==> src/rtl/map_ss_engine.sv <==
// map_ss_engine
//   Save-state initiator between the menu/save-state controller and a mapper.
//   Save: walks mapper registers 0..REG_CNT-1 and then the map-index slot.
//   For each slot it reads ss_rdat and writes that byte to a state buffer.
//   Load: compares the stored map index with the live mapper. On a match it
//   replays the buffered register bytes into the mapper, one write per M2
//   falling edge.
//
// Ports
//   clk, rst                  system clock, synchronous active-high reset
//   start_save, start_load    one-clock operation requests (save wins a tie)
//   m2_fall                   one-clock pulse per mapper M2 falling edge
//   ss_act, ss_we             save-state mode / register write strobe to mapper
//   ss_addr, ss_wdat          mapper register index / write data
//   ss_rdat                   mapper readback (combinational from ss_addr)
//   mem_req, mem_we           buffer request (held until mem_ack) / direction
//   mem_addr, mem_dout        buffer byte address (= ss_addr) / write data
//   mem_din, mem_ack          buffer read data / one-clock completion
//   busy, done, err           in progress / success pulse / sticky idx mismatch
module map_ss_engine #(
  parameter int REG_CNT  = 3,
  parameter int IDX_ADDR = 127,
  parameter int SETTLE   = 2
) (
  input  logic       clk,
  input  logic       rst,
  input  logic       start_save,
  input  logic       start_load,
  input  logic       m2_fall,
  output logic       ss_act,
  output logic       ss_we,
  output logic [7:0] ss_addr,
  output logic [7:0] ss_wdat,
  input  logic [7:0] ss_rdat,
  output logic       mem_req,
  output logic       mem_we,
  output logic [7:0] mem_addr,
  output logic [7:0] mem_dout,
  input  logic [7:0] mem_din,
  input  logic       mem_ack,
  output logic       busy,
  output logic       done,
  output logic       err
);

  localparam logic [7:0] IDX_A       = 8'(IDX_ADDR);
  localparam logic [7:0] LAST_REG    = 8'(REG_CNT - 1);
  localparam logic [3:0] SETTLE_LAST = 4'(SETTLE - 1);

  typedef enum logic [3:0] {
    S_IDLE,
    S_SV_SET,
    S_SV_MEM,
    S_LD_IDX,
    S_LD_CMP,
    S_LD_RD,
    S_LD_ARM,
    S_LD_REL,
    S_FIN
  } state_t;

  state_t     state;
  state_t     state_nxt;
  logic [7:0] slot;
  logic [3:0] settle_cnt;
  logic       armed;
  logic [7:0] idx_buf;
  logic       settle_done;
  logic       idx_match;

  assign settle_done = (settle_cnt == SETTLE_LAST);
  assign idx_match   = (idx_buf == ss_rdat);
  assign mem_addr    = ss_addr;

  always_ff @(posedge clk) begin
    if (rst) state <= S_IDLE;
    else     state <= state_nxt;
  end

  // Outputs are decoded from the state, so a reset drops ss_act, ss_we and
  // mem_req on the very edge that samples rst.
  always_comb begin
    state_nxt = state;
    ss_act    = 1'b1;
    ss_we     = 1'b0;
    ss_addr   = slot;
    mem_req   = 1'b0;
    mem_we    = 1'b0;
    busy      = 1'b1;
    done      = 1'b0;
    case (state)
      S_IDLE: begin
        ss_act  = 1'b0;
        ss_addr = 8'h00;
        busy    = 1'b0;
        if (start_save)      state_nxt = S_SV_SET;
        else if (start_load) state_nxt = S_LD_IDX;
      end
      S_SV_SET: begin
        if (settle_done) state_nxt = S_SV_MEM;
      end
      S_SV_MEM: begin
        mem_req = 1'b1;
        mem_we  = 1'b1;
        if (mem_ack) state_nxt = (slot == IDX_A) ? S_FIN : S_SV_SET;
      end
      S_LD_IDX: begin
        ss_addr = IDX_A;
        mem_req = 1'b1;
        if (mem_ack) state_nxt = S_LD_CMP;
      end
      S_LD_CMP: begin
        ss_addr = IDX_A;
        if (settle_done) state_nxt = idx_match ? S_LD_RD : S_IDLE;
      end
      S_LD_RD: begin
        mem_req = 1'b1;
        if (mem_ack) state_nxt = S_LD_ARM;
      end
      S_LD_ARM: begin
        ss_we = 1'b1;
        // The first ARM clock is setup time: an M2 edge seen then is too
        // early to latch the data the mapper has just been handed.
        if (armed && m2_fall) state_nxt = S_LD_REL;
      end
      S_LD_REL: begin
        state_nxt = (slot == LAST_REG) ? S_FIN : S_LD_RD;
      end
      S_FIN: begin
        ss_act    = 1'b0;
        ss_addr   = 8'h00;
        busy      = 1'b0;
        done      = 1'b1;
        state_nxt = S_IDLE;
      end
      default: begin
        ss_act    = 1'b0;
        ss_addr   = 8'h00;
        busy      = 1'b0;
        state_nxt = S_IDLE;
      end
    endcase
  end

  always_ff @(posedge clk) begin
    if (rst) begin
      slot       <= 8'h00;
      settle_cnt <= 4'h0;
      armed      <= 1'b0;
      idx_buf    <= 8'h00;
      mem_dout   <= 8'h00;
      ss_wdat    <= 8'h00;
      err        <= 1'b0;
    end else begin
      case (state)
        S_IDLE: begin
          settle_cnt <= 4'h0;
          armed      <= 1'b0;
          if (start_save || start_load) begin
            err  <= 1'b0;
            slot <= 8'h00;
          end
        end
        S_SV_SET: begin
          settle_cnt <= settle_done ? 4'h0 : settle_cnt + 4'h1;
          if (settle_done) mem_dout <= ss_rdat;
        end
        S_SV_MEM: begin
          // After the last register the walk jumps to the map-index slot.
          if (mem_ack) slot <= (slot == LAST_REG) ? IDX_A : slot + 8'h01;
        end
        S_LD_IDX: begin
          if (mem_ack) idx_buf <= mem_din;
        end
        S_LD_CMP: begin
          settle_cnt <= settle_done ? 4'h0 : settle_cnt + 4'h1;
          if (settle_done && !idx_match) err <= 1'b1;
        end
        S_LD_RD: begin
          if (mem_ack) begin
            ss_wdat <= mem_din;
            armed   <= 1'b0;
          end
        end
        S_LD_ARM: begin
          armed <= 1'b1;
        end
        S_LD_REL: begin
          slot <= slot + 8'h01;
        end
        default: begin
        end
      endcase
    end
  end

endmodule

==> config.mk <==
export PLATFORM = sky130hd
export DESIGN_NAME = map_ss_engine
export DESIGN_NICKNAME = d
export VERILOG_FILES = /design/src/rtl/map_ss_engine.sv
export SDC_FILE = /design/constraint.sdc
export NUM_CORES = 1
export LEC_CHECK = 0
export ABC_AREA = 1
export CELL_PAD_IN_SITES_DETAIL_PLACEMENT = 1
export CELL_PAD_IN_SITES_GLOBAL_PLACEMENT = 1
export CORE_MARGIN = 4
export CORE_UTILIZATION = 36
export CTS_CLUSTER_SIZE = 20
export DETAILED_ROUTE_END_ITERATION = 7
export PLACE_DENSITY = 0.88
export SYNTH_ARGS = -nofsm -noshare
export SYNTH_HDL_FRONTEND = slang
export SYNTH_SLANG_ARGS = --single-unit
==> constraint.sdc <==
create_clock -name clk -period 4.7 [get_ports clk]
set_clock_uncertainty 0.2 [all_clocks]
set_input_delay 0.94 -clock clk [delete_from_list [all_inputs] [get_ports clk]]
set_output_delay 0.94 -clock clk [all_outputs]
set_load 0.02 [all_outputs]
==> qor_table.md <==
| Stage | Parameter | This run |
|---|---|---|
| outcome | Run status | complete, no violations |
| global route | GRT Total Usage | 18.5% |
| logic synthesis | Share of synthesized area spent on multiplexers | 0% |
| pwr | Worst IR drop on VDD | 0.275 mV |
| sta | Pins Over Slew Limit | 0 |
| clock network | Post-cts hold buffer count | 0 |
| sta | Final critical delay including setup and external delays | 3.50 ns |
| floorplanning | Starting density of the core | 37.4% |
| logic synthesis | Post-synthesis instance area | 2240 µm² |
| logic synthesis | Mean instance size in the synthesized netlist | 6.71 µm² |
| logic synthesis | Area share of fa/ha/maj cells after synthesis | 1.12% |
| setup path | FF-to-FF setup slack | 2.81 ns |
| setup path | FF-to-FF path depth | 7 |
| worst hold path | Worst hold path class | flop to flop |
| floorplanning | Area of the placeable core | 5990 µm² |
| drt | Wire length on met1 | 3020 µm |
| logic synthesis | Syn Nets | 358 |
| clock network | CTS Root Cell | sky130_fd_sc_hd__clkbuf_8 |
| drt | Initial DRT Pass Iterations | 4 |
| final layout | Fraction of final layout cells with drive strength greater than 1 | 8.27% |
| logic synthesis | Post-synthesis compound-gate area fraction | 17.6% |
| clock network | H-tree depth reported by CTS | 2 |
| global route | Global-route wire length before repair | 11000 µm |
| drt | Per-cell via count in the routed design | 5.01 |
| final layout | Net count, final | 410 |
| logic synthesis | Synth cell types | 28 |
| placement | # placed instances | 454 |
| setup path | Critical path data arrival time | 2.36 ns |
| sta | Highest clock rate | 0.285 GHz |
| sta | Number of hold-slack violations in the final timing report | 0 |
| clock network | CTS buffer count | 5 |
| global route | Pin count of the biggest net entering global routing | 28 |
| setup path | Launch point of the worst reg-to-reg path | state[1] |
| pwr | Tot Pwr | 1.36 mW |
| setup path | Worst-path maximum fanout | 8 |
| final layout | Growth of design area from synthesis to finish | 31.9% |
| sta | Setup repair after global routing missed its margin | no |
| clock network | Post-CTS clock slew at the launch and capture registers of the worst setup and hold paths | 0.09 ns |
| logic synthesis | Count of warnings emitted by yosys | 0 |
| drt | Met3 Routed Length | 295 µm |
| logic synthesis | Simple-gate area share of the yosys netlist | 29.0% |
| floorplanning | Number of placement rows | 28 |
| drt | Final routed wirelength across all metal layers | 6690 µm |
| flow run | Max Cap Violations | 0 |
| sta | Final setup margin | 1.20 ns |
| setup path | Reg-to-reg endpoint | idx_buf[2] |
| drt | Detailed Route Iter0 Violations | 56 |
| setup path | Startpoint type of the worst setup path | flop |
| worst hold path | Worst hold endpoint | settle_cnt[3] |
| sta | Sum of negative setup slack | 0 ns |
| clock network | Clock latency at the later pin of the worst-skew pair | 0.30 ns |
| drt | Antenna Nets Post-Route | 0 |
| sta | Actual slew at the worst max-slew pin | 0.528 ns |
| floorplanning | Total die area | 7560 µm² |
| clock network | Resized Gates After CTS | 0 |
| sta | Count of endpoints failing setup in the final report | 0 |
| drt | Uppermost layer routed | met4 |
| placement | IO Port Bufs | 60 |
| sta | Minimum hold slack | 0.266 ns |
| clock network | Clk buf depth | 2 |
| worst hold path | Worst Hold Depth | 2 |
| floorplanning | Width of the chip | 86.9 µm |
| final layout | Final std cells w/o fill | 462 |
| setup path | CP Data Required Time | 3.56 ns |
| clock network | CTS tree | done |
| logic synthesis | Area share of xor/xnor cells in the synthesized design | 3.13% |
| drt | Routed length on met2 | 3250 µm |
| drt | Post-detailed-route DRC marker count | 0 |
| global route | Vias in the first global route | 2360 |
| floorplanning | Chip Height | 86.9 µm |
| clock network | Sinks on the clock net | 42 |
| drt | Via count | 2316 |
| pwr | Ratio of total power to cell area | 458 nW/µm² |
| placement | Detailed placer's ending HPWL | 5180 µm |
| logic synthesis | Sequential area share after synthesis | 37.5% |
| sta | Worst max-slew margin expressed relative to the limit | 64.7% |
| worst hold path | Startpoint of the worst hold path | settle_cnt[3] |
| setup path | Critical path class | flop to output port |
| logic synthesis | Cells after synthesis | 334 |
| floorplanning | IO Count | 61 |
| logic synthesis | Dominant combinational cell family by area after synthesis | simple AND/OR/NAND/NOR gates |
| sta | Fin crit share | 74.5% |
| drt | Avg WL per Cell | 14.5 µm |
| logic synthesis | Synthesized flop and latch total | 42 |
| global route | Number of antenna violations at the first check in global routing | 0 |
| placement | Final RePlAce weighted congestion | 0.850 |
| setup path | Worst setup EP type | output port |
| placement | Setup slack at placement | 1.51 ns |
| pwr | Standby leakage power | 1.14 nW |
| final layout | Antenna cell count | 0 |
| clock network | Post-CTS setup repair buffer count | 0 |
| global route | Residual overflow from global routing | 0 |
flip-flops by register name, indices dropped and copies added, names as in the netlist:
name / cells
armed: 1
err: 1
idx_buf: 8
mem_dout: 8
settle_cnt: 4
slot: 8
ss_wdat: 8
state: 4
per-stage QoR:
step / utilization [%] / area [µm²]
floorplan: - / 2240
global placement: 47.5 / 2850
detailed placement: 47.5 / 2850
CTS: 49.4 / 2960
global route: 49.4 / 2960
finish: 49.4 / 2960
synthesized netlist by cell type (all sizes together):
cell type	n	share of area, %
inv	42	7.1
nand2	83	15
clkinv	1	0.17
xor2	5	2.0
nand3b	1	0.33
a211oi	1	0.33
xnor2	3	1.2
nor3	2	0.45
nand4	4	1.1
nand3	22	4.9
ha	2	1.1
clkbuf	4	0.67
buf	12	3.7
a21oi	40	9.4
nor2	36	7.3
o211ai	1	0.33
a21boi	1	0.33
dfxtp	42	38
o21ai	32	7.1
how the worst max path moves through the flow:
stage                  start           to  slack (ns)  cells past startpoint
floorplan           state[2]   ss_addr[6]        1.66                      7
global placement    state[0]  mem_addr[2]        1.66                      9
detailed placement  state[0]  mem_addr[2]        1.51                      9
CTS                 state[0]  mem_addr[2]        1.16                      9
global route        state[0]  mem_addr[2]        1.03                      9
finish              state[0]  mem_addr[2]        1.20                      9
power breakdown:
group / total [mW] / internal, mW / switching [mW]
Sequential: 0.420 / 0.389 / 0.0314
Clock: 0.295 / 0.159 / 0.136
Combinational: 0.640 / 0.241 / 0.399
layer usage:
layer  track usage (%)  up-vias
met5                 0        -
met4              6.52        0
met3              4.26       11
met2              32.0       58
met1              22.2     1079
li1                  -     1168
cell usage in the layout (no fill, tap or decap):
cell type	netlist	final
sky130_fd_sc_hd__o21ai_1	4	4
sky130_fd_sc_hd__nand4_1	4	4
sky130_fd_sc_hd__clkinv_2	0	1
sky130_fd_sc_hd__o21ai_0	28	28
sky130_fd_sc_hd__clkbuf_8	0	5
sky130_fd_sc_hd__nand2_1	74	74
sky130_fd_sc_hd__xnor2_1	3	3
sky130_fd_sc_hd__nor2_1	29	29
sky130_fd_sc_hd__nand2_2	9	9
sky130_fd_sc_hd__inv_2	5	5
sky130_fd_sc_hd__clkdlybuf4s50_1	0	60
sky130_fd_sc_hd__dfxtp_1	42	42
sky130_fd_sc_hd__clkinv_1	1	1
sky130_fd_sc_hd__a21oi_1	39	39
sky130_fd_sc_hd__inv_4	1	1
sky130_fd_sc_hd__a21oi_4	1	1
sky130_fd_sc_hd__a21boi_0	1	1
sky130_fd_sc_hd__nand3_1	22	22
sky130_fd_sc_hd__buf_4	10	1
sky130_fd_sc_hd__xor2_1	5	5
sky130_fd_sc_hd__inv_1	36	36
sky130_fd_sc_hd__o211ai_1	1	1
sky130_fd_sc_hd__nor2_4	2	2
sky130_fd_sc_hd__bufinv_16	0	1
sky130_fd_sc_hd__nor2_2	5	5
sky130_fd_sc_hd__nor3_1	2	2
sky130_fd_sc_hd__ha_1	2	2
sky130_fd_sc_hd__nand3b_1	1	1
sky130_fd_sc_hd__a211oi_1	1	1
sky130_fd_sc_hd__inv_6	0	1
cell families after synthesis:
kind of cell / count (synthesis)
buffers and inverters: 59
DFF: 42
xor gates and xnor gates: 8
and+or+nand+nor: 148
AOI/OAI and AO/OA: 75
adders and majority gates: 2
final cells by class:
| class | instances | area (µm²) |
|---|---|---|
| fillers | 774 | 3030 |
| flip-flops and latches | 42 | 841 |
| repair buffers | 61 | 608 |
| clock buffers | 5 | 68.8 |
| multi-input cells | 233 | 1140 |
| inverters | 43 | 164 |
| well taps | 75 | 93.8 |
| clock inverters | 3 | 43.8 |
critical path: stages, from the launching register on:
cell	delay (ns)
sky130_fd_sc_hd__dfxtp_1	0.40
sky130_fd_sc_hd__inv_2	0.07
sky130_fd_sc_hd__nor2_1	0.18
sky130_fd_sc_hd__nand2_2	0.13
sky130_fd_sc_hd__nand2_1	0.09
sky130_fd_sc_hd__inv_1	0.05
sky130_fd_sc_hd__nand4_1	0.10
sky130_fd_sc_hd__inv_1	0.12
sky130_fd_sc_hd__o21ai_0	0.25
sky130_fd_sc_hd__clkdlybuf4s50_1	0.66
(Power assumes the default switching activity.)
